`src/rtl/dit_lockstep_timing_monitor.sv`:
```
// Lockstep timing monitor for data-independent-timing checks of a two-copy
// miter. One transaction is tracked at a time. Both copies' latencies are
// measured from the shared accept to each out_valid. A sticky leak flag is
// raised when a secret-sensitive op class shows diverging latencies.
//
// Optional feature macro: DIT_MON_ASSERT_EN
//   defined   -> concurrent assertions on the sticky flags, plus a cover of
//                done_o for every checked op
//   undefined -> flags are the only reporting path
//
// Results (lat*_o, last_op_o, counters, flags) are registered on the edge
// that enters REPORT, so they are already valid while done_o is high.
module dit_lockstep_timing_monitor #(
  parameter int              OP_W     = 4,
  parameter int              MAX_LAT  = 64,
  parameter logic [15:0]     SEC_MASK = 16'h01F8,
  parameter int              CNT_W    = 16,
  localparam int             CW       = $clog2(MAX_LAT + 1)
) (
  input  logic             clk,
  input  logic             rst_n,
  input  logic             clr_i,
  input  logic             in_valid_i,
  input  logic [OP_W-1:0]  op_i,
  input  logic             out_valid1_i,
  input  logic             out_valid2_i,
  output logic             busy_o,
  output logic             done_o,
  output logic [CW-1:0]    lat1_o,
  output logic [CW-1:0]    lat2_o,
  output logic [OP_W-1:0]  last_op_o,
  output logic             leak_o,
  output logic [OP_W-1:0]  leak_op_o,
  output logic             timeout_o,
  output logic             proto_err_o,
  output logic [CNT_W-1:0] txn_cnt_o,
  output logic [CNT_W-1:0] leak_cnt_o
);

  localparam logic [CW-1:0] MAX_C = CW'(MAX_LAT);

  typedef enum logic [2:0] {
    IDLE      = 3'd0,
    WAIT_BOTH = 3'd1,
    WAIT2     = 3'd2,  // copy 1 finished, copy 2 pending
    WAIT1     = 3'd3,  // copy 2 finished, copy 1 pending
    REPORT    = 3'd4
  } state_e;

  state_e          st_q, st_d;
  logic [CW-1:0]   cnt_q;
  logic [CW-1:0]   lat1_w, lat2_w;   // latencies of copies already finished
  logic [OP_W-1:0] op_q;

  logic            accept, go_rep, tmo_ev, perr_ev, ld1, ld2;
  logic [CW-1:0]   f1, f2;           // final latencies on the REPORT entry edge
  logic            at_max, op_chk, leak_ev;

  assign at_max = (cnt_q == MAX_C);

  // Ops outside the mask width are never timing-checked.
  function automatic logic sec_checked(input logic [OP_W-1:0] op);
    logic r;
    r = 1'b0;
    for (int k = 0; k < 16; k++)
      if (int'(op) == k) r = SEC_MASK[k];
    return r;
  endfunction

  assign op_chk  = sec_checked(op_q);
  assign leak_ev = go_rep && op_chk && (f1 != f2);

  // Next-state logic plus per-cycle latency capture and event decode
  always_comb begin
    st_d    = st_q;
    accept  = 1'b0;
    go_rep  = 1'b0;
    tmo_ev  = 1'b0;
    perr_ev = 1'b0;
    ld1     = 1'b0;
    ld2     = 1'b0;
    f1      = lat1_w;
    f2      = lat2_w;
    case (st_q)
      IDLE: begin
        if (in_valid_i) begin
          accept = 1'b1;
          st_d   = WAIT_BOTH;
        end
        if (out_valid1_i || out_valid2_i) perr_ev = 1'b1;
      end
      WAIT_BOTH: begin
        if (out_valid1_i && out_valid2_i) begin
          f1     = cnt_q;
          f2     = cnt_q;
          go_rep = 1'b1;
        end else if (out_valid1_i) begin
          f1  = cnt_q;
          ld1 = 1'b1;
          if (at_max) begin
            f2     = MAX_C;
            tmo_ev = 1'b1;
            go_rep = 1'b1;
          end else begin
            st_d = WAIT2;
          end
        end else if (out_valid2_i) begin
          f2  = cnt_q;
          ld2 = 1'b1;
          if (at_max) begin
            f1     = MAX_C;
            tmo_ev = 1'b1;
            go_rep = 1'b1;
          end else begin
            st_d = WAIT1;
          end
        end else if (at_max) begin
          f1     = MAX_C;
          f2     = MAX_C;
          tmo_ev = 1'b1;
          go_rep = 1'b1;
        end
      end
      WAIT2: begin
        if (out_valid1_i) perr_ev = 1'b1;  // repeat of a finished copy, ignored
        if (out_valid2_i) begin
          f2     = cnt_q;
          go_rep = 1'b1;
        end else if (at_max) begin
          f2     = MAX_C;
          tmo_ev = 1'b1;
          go_rep = 1'b1;
        end
      end
      WAIT1: begin
        if (out_valid2_i) perr_ev = 1'b1;
        if (out_valid1_i) begin
          f1     = cnt_q;
          go_rep = 1'b1;
        end else if (at_max) begin
          f1     = MAX_C;
          tmo_ev = 1'b1;
          go_rep = 1'b1;
        end
      end
      REPORT: begin
        st_d = IDLE;
        // Both copies already closed, so any result valid here is orphaned.
        if (out_valid1_i || out_valid2_i) perr_ev = 1'b1;
      end
      default: st_d = IDLE;
    endcase
    // A request while anything is open is dropped; tracking continues.
    if (in_valid_i && st_q != IDLE) perr_ev = 1'b1;
    if (go_rep) st_d = REPORT;
  end

  assign busy_o = (st_q != IDLE);
  assign done_o = (st_q == REPORT);

  // State register
  always_ff @(posedge clk or negedge rst_n) begin
    if (!rst_n) st_q <= IDLE;
    else        st_q <= st_d;
  end

  // Latency counter, op latch and per-copy working latencies
  always_ff @(posedge clk or negedge rst_n) begin
    if (!rst_n) begin
      cnt_q  <= '0;
      lat1_w <= '0;
      lat2_w <= '0;
      op_q   <= '0;
    end else begin
      if (accept) begin
        // First cycle after accept reads as latency 1.
        cnt_q  <= CW'(1);
        lat1_w <= '0;
        lat2_w <= '0;
        op_q   <= op_i;
      end else if ((st_q == WAIT_BOTH || st_q == WAIT1 || st_q == WAIT2) && !go_rep) begin
        cnt_q <= cnt_q + CW'(1);
      end
      if (ld1) lat1_w <= cnt_q;
      if (ld2) lat2_w <= cnt_q;
    end
  end

  // Report registers; untouched by clr_i
  always_ff @(posedge clk or negedge rst_n) begin
    if (!rst_n) begin
      lat1_o    <= '0;
      lat2_o    <= '0;
      last_op_o <= '0;
    end else if (go_rep) begin
      lat1_o    <= f1;
      lat2_o    <= f2;
      last_op_o <= op_q;
    end
  end

  // Sticky flags; a same-cycle event beats clr_i
  always_ff @(posedge clk or negedge rst_n) begin
    if (!rst_n) begin
      leak_o      <= 1'b0;
      timeout_o   <= 1'b0;
      proto_err_o <= 1'b0;
      leak_op_o   <= '0;
    end else begin
      if (leak_ev)     leak_o <= 1'b1;
      else if (clr_i)  leak_o <= 1'b0;
      if (tmo_ev)      timeout_o <= 1'b1;
      else if (clr_i)  timeout_o <= 1'b0;
      if (perr_ev)     proto_err_o <= 1'b1;
      else if (clr_i)  proto_err_o <= 1'b0;
      // Only the first leak since reset/clear is remembered.
      if (leak_ev && (!leak_o || clr_i)) leak_op_o <= op_q;
      else if (clr_i)                    leak_op_o <= '0;
    end
  end

  // Saturating transaction counters; a same-cycle event after clr_i reads 1
  always_ff @(posedge clk or negedge rst_n) begin
    if (!rst_n) begin
      txn_cnt_o  <= '0;
      leak_cnt_o <= '0;
    end else begin
      if (go_rep) begin
        if (clr_i)            txn_cnt_o <= CNT_W'(1);
        else if (~&txn_cnt_o) txn_cnt_o <= txn_cnt_o + CNT_W'(1);
      end else if (clr_i) begin
        txn_cnt_o <= '0;
      end
      if (leak_ev) begin
        if (clr_i)             leak_cnt_o <= CNT_W'(1);
        else if (~&leak_cnt_o) leak_cnt_o <= leak_cnt_o + CNT_W'(1);
      end else if (clr_i) begin
        leak_cnt_o <= '0;
      end
    end
  end

`ifdef DIT_MON_ASSERT_EN
  a_no_leak:  assert property (@(posedge clk) disable iff (!rst_n) !leak_o);
  a_no_tmo:   assert property (@(posedge clk) disable iff (!rst_n) !timeout_o);
  a_no_proto: assert property (@(posedge clk) disable iff (!rst_n) !proto_err_o);

  for (genvar k = 0; k < 16; k++) begin : g_cov
    if (SEC_MASK[k] && (k < (1 << OP_W))) begin : g_chk
      c_done: cover property (@(posedge clk) disable iff (!rst_n)
                              done_o && (int'(last_op_o) == k));
    end
  end
`endif

endmodule

```
`config.mk`:
```
export PLATFORM = sky130hd
export DESIGN_NAME = dit_lockstep_timing_monitor
export DESIGN_NICKNAME = d
export VERILOG_FILES = /design/src/rtl/dit_lockstep_timing_monitor.sv
export SDC_FILE = /design/constraint.sdc
export NUM_CORES = 1
export LEC_CHECK = 0
export BUFFER_PORTS_ARGS = -buffer_cell sky130_fd_sc_hd__clkbuf_2
export CELL_PAD_IN_SITES_DETAIL_PLACEMENT = 1
export CELL_PAD_IN_SITES_GLOBAL_PLACEMENT = 1
export CORE_UTILIZATION = 44
export DETAILED_ROUTE_END_ITERATION = 12
export PLACE_DENSITY = 0.77
export SKIP_CTS_REPAIR_TIMING = 1
export SYNTH_ARGS = -nofsm -noshare
export SYNTH_HDL_FRONTEND = slang
export SYNTH_SLANG_ARGS = --single-unit
```
`constraint.sdc`:
```
create_clock -name clk -period 4 [get_ports clk]
set_clock_uncertainty 0.15 [all_clocks]
set_input_delay 0 -clock clk [delete_from_list [all_inputs] [get_ports clk]]
set_output_delay 0 -clock clk [all_outputs]
set_load 0.02 [all_outputs]
```
==> results by stage, run 1 <==
Outcome:
- The flow ran to the end, and the final reports show no timing, DRC or antenna violations.

Timing:
- Measured against its own limit, the worst slew margin works out to 0.271.
- Setup repair after global routing left no endpoint under its margin.
- Hold is met by 27.8 ps.
- Setup total negative slack on the finished layout was measured at 0 ps.
- At the pin with the least slew margin, the transition time is 1090 ps.
- The total count of hold-check failures in the final report is 0.
- The smallest clock period supported by the final layout is computed as 3190 ps.
- The max-slew violation count is 0.
- Setup violations remaining at the end of the flow were counted as 0.
- The share of the clock period used by the worst path is 0.797.
- The highest achievable clock rate is 0.314 GHz.

Yosys:
- The synthesis warning total is 0.
- The count of state elements after synthesis is 85.
- The cell count after synthesis is 424.
- After synthesis, the netlist uses 52 different library cells.
- The largest total area in the synthesized netlist belongs to dfrtp_1.
- The share of synthesized area in the top cell type comes to 0.490.
- The number of synthesized flops with an enable pin is 0.
- The basic-gate share of the synthesized area counting and, or, nand and nor cells is 0.195.
- The part of the Yosys area used for sequential elements is 0.490.
- The main combinational cell family by area after synthesis is simple AND/OR/NAND/NOR gates.
- The share of the synthesized area in compound gates (AO/OA/AOI/OAI) is 0.128.
- Of all flip-flops after synthesis, the portion carrying an async set or reset was 1.00.
- The post-synthesis cell area is 4340 um^2.
- The primary flip-flop cell chosen by synthesis mapping is dfrtp_1.
- The number of nets in the synthesized netlist is 438.
- The adder-cell share of the synthesized area is 0.0115.
- After synthesis, the cell types taking the most area are dfrtp_1 (49%), mux2_2 (6.0%), nor2_1 (4.0%).
- The mean post-synth cell area is 10.2 um^2.
- The portion of synthesized area spent on multiplexers is 0.0816.
- Of the total synthesized cell area, the portion taken by XOR and XNOR cells is 0.0565.

Floorplanning:
- The initial core utilization is 0.461.
- The placeable core region is 9420 um^2.
- The die is 101 um tall.
- The floorplan has 35 rows.
- The number of ports placed on the die boundary is 69.
- The horizontal die dimension is 101 um.
- The die covers 10,300 um^2.

CTS:
- The total number of clock tree sinks is 85.
- TritonCTS built the clock tree.
- After clock tree synthesis, the clock-pin slew on the worst setup and hold paths is 90 ps.
- The clock network latency to the later pin of the worst-skew pair is 350 ps.
- The total CTS buffers is 9.
- The H-tree depth is 3.
- The clock passes through at most 2 buffers.
- The buffer cell driving the clock tree root is clkbuf_8.

Global routing:
- The first global-routing pass estimated 18,100 um of wire.
- For this run, the total global-route usage over all layers was measured as 0.229.
- The pin count of the biggest net entering global routing is 86.
- The via count of the first global-routing pass is 3,527.
- The total congestion overflow is 0.
- The number of antenna violations at the first check in global routing is 0.

Place:
- Detailed placement ended at an HPWL of 7800 um.
- Port buffering added 68 buffers.
- The number of placed instances with taps included is 603.
- The congestion estimate from routability-driven global placement came to 0.810.

Worst setup path:
- The standard cell with the maximum stage delay on the critical path is dfrtp_1.
- STA classifies the critical path startpoint as a register.
- The endpoint required time on the critical path is 4080 ps.
- The category of cells accounting for the largest share of critical-path delay is simple AND/OR/NAND/NOR gates.
- The highest net fanout along the worst path is 25.
- The arrival time of data at the critical path endpoint is 3270 ps.
- The worst setup path is of the register to register kind.
- The peak per-stage delay on the critical path is 520 ps.
- The depth of the worst register-to-register path is 11.
- The startpoint of the worst-slack reg-to-reg timing path is cnt_q[0].
- The beginning of the critical path is cnt_q[0].
- The worst setup path is captured at a register.
- The number of buffer and inverter stages on the critical path is 2.
- Traced cell by cell, the critical path runs through inv_1 -> ha_1 -> and4bb_1 -> a21o_2 -> o211ai_1 -> xor2_1 -> nand4_1 -> nor4_4 -> buf_4 -> nor3_2 -> mux2_2.
- The critical path runs through a total of 11 cells.

Power:
- The cell leakage power is 0.00232 uW.
- Dividing total power by cell area gives a power density of 613 nW/um^2.
- The total power after layout is 3090 uW.
- The worst supply voltage drop on vdd is 301 uV.

Layout:
- The post-route non-filler standard cell count is 624.
- The final net count is 505.
- The fraction of layout cells with a size suffix above 1 is 0.240.
- Leaving out fill and tap cells, the most frequent cell in the layout is dfrtp_1.
- The area added between synthesis and finish is 16.2%.
- The top cell types in the final layout, fill and taps aside, are dfrtp_1 (85), clkbuf_2 (67), nor2_1 (46).
- The antenna cell count is 0.

Routing:
- The final routed wire length divided by cell count is 17.6 um.
- Before antenna repair, the detailed router went through 4 iterations.
- After the first detailed-routing iteration, the DRC count stood at 175.
- The via-per-instance ratio is 5.52.
- The number of nets still failing antenna checks after routing is 0.
- The routed design has 11,000 um of wire.
- Summing over every cut layer, the via total after detailed routing is 3,446.
- After detailed routing, the number of remaining DRC violations is 0.

Worst hold path:
- The number of cells traversed by the worst hold path is 4.
- The worst min-delay path class is input port to register.
- The origin of the worst min-delay path is out_valid1_i.

Job:
- The reported max-cap violation count is 0.
## routing by layer
layer / part of all wire / GRT usage / wire (um) / vias up
met2: 0.50 / 0.382 / 5440 / 53
met3: 0.028 / 0.0462 / 304 / 11
met5: 0 / 0 / 0 / -
met4: 0.0097 / 0.0635 / 106 / 0
li1: - / - / - / 1634
met1: 0.47 / 0.303 / 5110 / 1748
## final timing paths
path / slack (ps) / end
max in group asynchronous: 2740 / lat2_w[5]
worst min-delay path: 30 / st_q[0]
min in group asynchronous: 230 / op_q[0]
worst max-delay path: 810 / leak_op_o[2]
worst max register to register: 810 / leak_op_o[2]
worst min register to register: 360 / lat2_o[2]
## flip-flops by register name, indices dropped and copies added, names as in the netlist, 3 cells and up
| signal | cells |
|---|---|
| cnt_q | 7 |
| last_op_o | 4 |
| lat1_o | 7 |
| lat1_w | 7 |
| lat2_o | 7 |
| lat2_w | 7 |
| leak_cnt_o | 16 |
| leak_op_o | 4 |
| op_q | 4 |
| st_q | 3 |
| txn_cnt_o | 16 |
## metrics by stage
stage | setup slack, ps | utilization | cell area (um^2)
floorplan | 1150 | - | 4340
global placement | 916 | 0.508 | 4780
detailed placement | 816 | 0.508 | 4780
CTS | 798 | 0.529 | 4980
global route | 583 | 0.536 | 5040
finish | 813 | 0.536 | 5040
## cell type report
cell class,count,area [um^2]
Clock buffer,11,131
Clock inverter,4,73.8
Fill cell,1081,4370
Inverter,15,56.3
Multi-Input combinational cell,301,2050
Sequential cell,85,2130
Tap cell,129,161
Timing Repair Buffer,79,440
## synth_stat cells, drive strengths merged, types with 4 or more instances
cell type,n
a22o,18
nor3,11
dfrtp,85
a21oi,22
nand3,16
and3,7
and4,4
ha,4
nor3b,6
nor2,46
o21ai,15
clkbuf,17
xnor2,11
mux2i,5
nor2b,14
o21a,5
o211ai,4
mux2,27
nand4,13
buf,6
xor2,17
nand2,18
or3,7
inv,14
## cells by family after synthesis
| kind of cell | count (synthesis) |
|---|---|
| AO/OA/AOI/OAI | 80 |
| buffers and inverters | 38 |
| adder cells (fa/ha/maj) | 4 |
| AND/OR/NAND/NOR | 157 |
| XOR/XNOR | 28 |
| multiplexers | 32 |
| flip-flops | 85 |
## power by group
| part | switching, uW | internal [uW] |
|---|---|---|
| Clock | 303 | 349 |
| Combinational | 777 | 445 |
| Sequential | 191 | 1020 |
| Total | 1270 | 1820 |
## worst min-delay path: cells and delay by family
kind                   cells  cell delay, ps
AOI/OAI and AO/OA          1              60
and+or+nand+nor            2             240
buffers and inverters      1             180
Note: power is estimated with default switching activity, not from simulation.
==> run 2, diff against run 1 <==
CORE_UTILIZATION = 40   (was 44)
PLACE_DENSITY = 0.73   (was 0.77)
clock period = 2.6 ns   (was 4 ns; I/O delays follow)
==> results by stage, run 2 (synthesis results as in run 1) <==
Outcome:
- The run finished, with violations left.
- The checks that failed: negative hold slack, negative setup slack.

CTS:
- The H-tree depth came to 3 (unchanged).
- The CTS clock-pin slew for the worst setup and hold paths is 90 ps (about the same).
- The worst-case clock buffer depth came to 2 (unchanged).
- The total number of clock tree sinks is 85 (unchanged).
- The clock network latency to the later pin of the worst-skew pair is 370 ps (+20 ps).
- The CTS tree is done.
- The total CTS buffers is 9 (unchanged).
- Clock tree synthesis selected as its root buffer the cell clkbuf_8.

Worst setup path:
- Traced cell by cell, the critical path runs through inv_2 -> ha_4 -> and4bb_2 -> a21o_4 -> o211ai_1 -> xor2_1 -> nand4_1 -> nor4_4 -> buf_6 -> buf_12 -> nor3_4 -> mux2_4.
- The type of the setup path with the least slack is register to register.
- The terminus of the critical flop-to-flop path is leak_op_o[2].
- The highest net fanout along the worst path was 6 (-76%).
- The standard cell with the maximum stage delay on the critical path is dfrtp_1.
- The worst register-to-register path begins at cnt_q[0].
- The beginning of the critical path is cnt_q[0].
- The worst reg-to-reg setup slack was -250 ps (-1060 ps).
- STA classifies the critical path endpoint as a register.
- The most critical setup path has its endpoint at leak_op_o[2].
- The kind of start point of the critical path is a register.
- The endpoint required time on the critical path is 2690 ps (-1390 ps).
- The depth of the worst register-to-register path was 12 (+1).
- The peak per-stage delay on the critical path is 370 ps (-150 ps).
- The arrival time of data at the critical path endpoint is 2940 ps (-330 ps).

Timing:
- The final total negative setup slack is -3530 ps (-3530 ps).
- The highest achievable clock rate came to 0.351 GHz (+12%).
- The total count of hold-check failures in the final report is 2 (+2).
- The worst hold slack is -6.42 ps (-34.2 ps).
- Setup repair after global routing could not meet its margin everywhere.
- The transition time of the tightest slew-check pin is 507 ps (-586 ps).
- The smallest setup slack after layout is -249 ps (-1060 ps).
- The share of the clock period used by the worst path is 1.10 (+0.299).
- The remaining max-slew budget at the tightest pin is 0.662 (+0.391).
- The max-slew violation count is 0 (unchanged).
- The minimum clock period after layout came to 2850 ps (-338 ps).
- The final number of setup-violating endpoints came to 21 (+21).

Floorplanning:
- The floorplan die height was 106 um (+4.8%).
- The number of cell rows is 37 (+5.7%).
- The placeable core region is 10,400 um^2 (+11%).
- The number of ports placed on the die boundary is 69 (unchanged).
- The area enclosed by the die boundary is 11,300 um^2 (+9.8%).
- The horizontal die dimension is 106 um (+4.8%).
- The initial core utilization was 0.417 (-0.0443).

Layout:
- The final net count was 565 (+12%).
- The fraction of layout cells with a size suffix above 1 is 0.376 (+0.135).
- The register area is 2130 um^2 (unchanged).
- In the final layout, the registers with the most flip-flops are leak_cnt_o x16, txn_cnt_o x16.
- From synthesis to final layout, the design area changed by 33.5%.
- In the layout the commonest cells are dfrtp_1 (85), clkbuf_2 (67), buf_4 (55).
- The fill cell total of the finished layout came to 1,190 (+10%).
- The antenna cell count came to 0 (unchanged).
- The total area of multi-input combinational cells is 2240 um^2 (+9.0%).
- The cell area after layout is 5790 um^2 (+15%).
- The most common cell after layout, fill and taps aside is dfrtp_1.

Global routing:
- The pin count of the biggest net entering global routing is 50 (-42%).
- The via count of the first global-routing pass is 3,923 (+11%).
- The total congestion overflow is 0 (unchanged).
- The global-route wire length before repair came to 20,000 um (+11%).
- The overall global routing resource usage is 0.228 (-0.000921).
- The number of antenna violations at the first check in global routing is 0 (unchanged).

Place:
- The detailed placer's ending HPWL is 8490 um (+8.8%).
- The total of buffers placed on input and output ports was 68 (unchanged).
- The final weighted congestion in routability-driven placement is 0.823 (+1.6%).
- The worst setup timing slack at the placement stage came to -294 ps (-1110 ps).
- The instance area after placement is 5230 um^2 (+9.3%).

Routing:
- The final routed DRC violation total is 0 (unchanged).
- The overall routed net length came to 12,900 um (+18%).
- The detailed-route via count is 3,778 (+9.6%).
- The number of violations reported at the end of detailed-routing iteration 0 is 157 (-10%).
- The number of detailed-routing iterations run before antenna repair came to 4 (unchanged).
- The via-per-instance ratio is 5.46 (-1.1%).
- The number of nets still failing antenna checks after routing came to 0 (unchanged).
- The final routed wire length divided by cell count was 18.7 um (+6.4%).

Power:
- The power density of the placed cells is 1070 nW/um^2 (+74%).
- The cell leakage power is 0.00270 uW (+16%).
- The worst supply voltage drop on vdd is 444 uV (+48%).

Job:
- The reported max-cap violation count is 0 (unchanged).

Worst hold path:
- The tightest min-delay check is of the input port to asynchronous set/reset pin type.
==> run 2: cell count changes in the layout (fill, tap and decap cells not counted), moves of 4 or more <==
cell,previous run,this run
a21oi_1,20,16
a21oi_2,2,6
buf_4,6,55
buf_6,0,6
mux2_4,0,5
==> run 2: layer usage <==
metal  track usage  up-vias  wire [um]
met5             0        -          0
met1         0.275     1931       5450
met3        0.0448       19        376
met2         0.408       72       6880
li1              -     1756          -
met4        0.0675        0        233
==> run 2: worst max-delay path: cells and delay by family, from the launching register on <==
| kind | cells | cell delay [ps] |
|---|---|---|
| AO/OA/AOI/OAI | 2 | 520 |
| XOR/XNOR | 1 | 180 |
| adder cells (fa/ha/maj) | 1 | 140 |
| buffers and inverters | 3 | 370 |
| flip-flops | 1 | 370 |
| multiplexers | 1 | 330 |
| AND/OR/NAND/NOR | 4 | 660 |
==> run 2: how the worst min path moves through the flow <==
stage          slack (ps)            end   from
6_report               -6   leak_op_o[3]  rst_n
3_3_place_gp         -150  leak_cnt_o[2]  rst_n
4_1_cts              -540   leak_op_o[3]  rst_n
5_1_grt                30   leak_op_o[3]  rst_n
3_5_place_dp         -140  leak_cnt_o[2]  rst_n
2_1_floorplan        -450       cnt_q[0]  rst_n
==> run 2: cell type report <==
cell class,count,area share
well taps,136,0.0294
clock buffers,11,0.0244
multi-input cells,301,0.386
repair buffers,139,0.168
flip-flops and latches,85,0.367
inverters,15,0.00972
clock inverters,5,0.0145
==> run 2: where the power goes <==
group / internal, uW / leakage (uW) / switching (uW)
Sequential: 1580 / 0.00114 / 211
Combinational: 1590 / 0.00145 / 1740
Clock: 570 / 0.000106 / 506
==> run 2: metrics by stage <==
step                      utilization  power, uW  hold WS [ps]  std cells
after detailed placement        0.502       4230          -142        660
after global routing            0.556       6520          32.7        692
final                           0.556       6190         -6.42        692
after global placement          0.502       4140          -155        660
after CTS                       0.523       5350          -544        676
after floorplan                     -       3250          -446        424
==> run 3, diff against run 2 <==
CORE_ASPECT_RATIO = 0.75   (was not set)
==> results by stage, run 3 (synthesis results as in run 1) <==
CTS:
- The tree is rooted in a clkbuf_16.
- The H-tree depth is 3 (unchanged).
- The worst-case clock buffer depth is 2 (unchanged).
- TritonCTS built the clock tree.
- The clock network latency to the later pin of the worst-skew pair is 340 ps (-30 ps).
- The total CTS buffers is 9 (unchanged).
- The CTS clock-pin slew for the worst setup and hold paths is 60 ps (-30 ps).
- The total number of clock tree sinks is 85 (unchanged).

Worst setup path:
- The highest net fanout along the worst path is 11 (+5).
- The endpoint required time on the critical path is 2670 ps (-20 ps).
- The number of buffer and inverter stages on the critical path is 2 (-1).
- The critical path goes through inv_2 -> ha_4 -> and4bb_4 -> a21o_4 -> o211ai_1 -> xor2_1 -> nand4_1 -> nor4_4 -> buf_12 -> nor3_4 -> mux2_2.
- STA classifies the critical path endpoint as a register.
- The path length in cells of the critical path is 11 (-1).
- The peak per-stage delay on the critical path is 370 ps (about the same).
- The arrival time of data at the critical path endpoint came to 3000 ps (+60 ps).
- The standard cell with the maximum stage delay on the critical path is dfrtp_1.
- The kind of start point of the critical path is a register.
- The setup path with the least slack is of type register to register.
- The depth of the worst register-to-register path is 11 (-1).
- In this design, the largest share of critical-path delay is due to simple AND/OR/NAND/NOR gates.

Place:
- The worst setup timing slack at the placement stage is -324 ps (-30.5 ps).
- The final weighted congestion in routability-driven placement was 0.860 (+4.4%).
- The number of placed instances with taps included came to 665 (+0.76%).
- The total of buffers placed on input and output ports came to 68 (unchanged).
- The detailed placer's ending HPWL came to 9460 um (+11%).

Timing:
- The remaining max-slew budget at the tightest pin came to 0.478 (-0.183).
- The smallest setup slack after layout is -324 ps (-74.3 ps).
- The final number of setup-violating endpoints is 23 (+9.5%).
- The minimum clock period after layout is 2920 ps (+74.3 ps).
- The total count of hold-check failures in the final report is 0 (-2).
- Setup repair after global routing could not meet its margin everywhere.
- The share of the clock period used by the worst path is 1.12 (+0.0286).
- The max-slew violation count was 0 (unchanged).
- The transition time of the tightest slew-check pin is 782 ps (+275 ps).
- The highest achievable clock rate is 0.342 GHz (-2.5%).

Routing:
- The number of violations reported at the end of detailed-routing iteration 0 is 170 (+8.3%).
- The via-per-instance ratio is 5.59 (+2.4%).
- The detailed-route via count is 3,901 (+3.3%).
- The number of detailed-routing iterations run before antenna repair came to 4 (unchanged).
- The overall routed net length came to 14,300 um (+10%).
- The final routed DRC violation total is 0 (unchanged).
- The final routed wire length divided by cell count is 20.5 um (+9.4%).
- The number of nets still failing antenna checks after routing is 0 (unchanged).

Floorplanning:
- The initial core utilization is 0.417 (about the same).
- The area enclosed by the die boundary is 11,300 um^2 (about the same).
- The horizontal die dimension came to 122 um (+15%).
- The number of ports placed on the die boundary was 69 (unchanged).
- The placeable core region is 10,400 um^2 (about the same).
- The floorplan die height is 92.2 um (-13%).
- The number of cell rows is 32 (-14%).

Global routing:
- The total congestion overflow is 0 (unchanged).
- The via count of the first global-routing pass is 3,999 (+1.9%).
- The pin count of the biggest net entering global routing was 59 (+18%).
- The global-route wire length before repair is 21,700 um (+8.7%).
- The number of antenna violations at the first check in global routing came to 0 (unchanged).
- The overall global routing resource usage came to 0.256 (+0.0279).

Power:
- The power density of the placed cells is 1040 nW/um^2 (-2.4%).
- The cell leakage power was 0.00276 uW (+2.3%).
- The worst supply voltage drop on vdd is 698 uV (+57%).

Outcome:
- The final reports fail on negative setup slack.
- The flow ran to the end, but the final reports show violations.

Worst hold path:
- The number of cells traversed by the worst hold path is 4.
- The worst min-delay path class is input port to register.

Layout:
- The final net count is 572 (+1.2%).
- Leaving out fill and tap cells, the most frequent cells in the layout are dfrtp_1 (84), clkbuf_2 (67), buf_4 (65).
- In the final layout, the registers with the most flip-flops are leak_cnt_o x16, txn_cnt_o x16.
- The area growth from synthesis to layout is 36.9%.
- The post-route non-filler standard cell count is 698 (+0.87%).
- The final standard cell utilization of the core came to 0.571 (+0.0145).
- The antenna cell count came to 0 (unchanged).
- The fraction of layout cells with a size suffix above 1 is 0.415 (+0.0387).
- Leaving out fill and tap cells, the most frequent cell in the layout is dfrtp_1.

Job:
- The reported max-cap violation count came to 0 (unchanged).
[run 3: worst min-delay path: cells and delay by family]
kind | cells | cell delay (ps)
buf+inv | 2 | 290
compound gates | 1 | 110
mux | 1 | 130
[run 3: area by class of cell]
type                            instances  area [um^2]
Clock buffer                           12          267
Clock inverter                          3         20.0
Fill cell                            1163         4470
Inverter                               15         56.3
Multi-Input combinational cell        301         2300
Sequential cell                        85         2130
Tap cell                              136          170
Timing Repair Buffer                  146          995
[run 3: worst paths after layout]
path / from / slack [ps] / endpoint
max: cnt_q[0] / -320 / leak_op_o[1]
min: out_valid1_i / 100 / lat1_o[6]
max reg2reg: cnt_q[0] / -320 / leak_op_o[1]
min reg2reg: lat2_o[0] / 360 / lat2_o[0]
max in group asynchronous: rst_n / 1500 / lat2_o[0]
min in group asynchronous: rst_n / 130 / leak_cnt_o[10]
[run 3: stage by stage]
stage	total power, uW	hold WS, ps	TNS (ps)	instance area (um^2)
floorplan	3250	-446	-1900	4390
CTS	5580	-393	-4950	5540
global route	6510	122	-9240	5940
global placement	4190	-30.9	-1930	5250
detailed placement	4290	-18.4	-4210	5250
finish	6190	96.8	-5920	5940
[run 3: report_power, final]
part	internal, uW	total (uW)	switching (uW)
combinational	1410	3120	1700
clock	719	1250	532
sequential	1580	1830	245
total	3710	6190	2480
[run 3: layer usage]
layer	track usage	routed length [um]	vias to the layer above
met5	0	0	-
met4	0.0742	385	0
met3	0.0442	416	24
met2	0.417	6890	84
met1	0.346	6590	2011
li1	-	-	1782
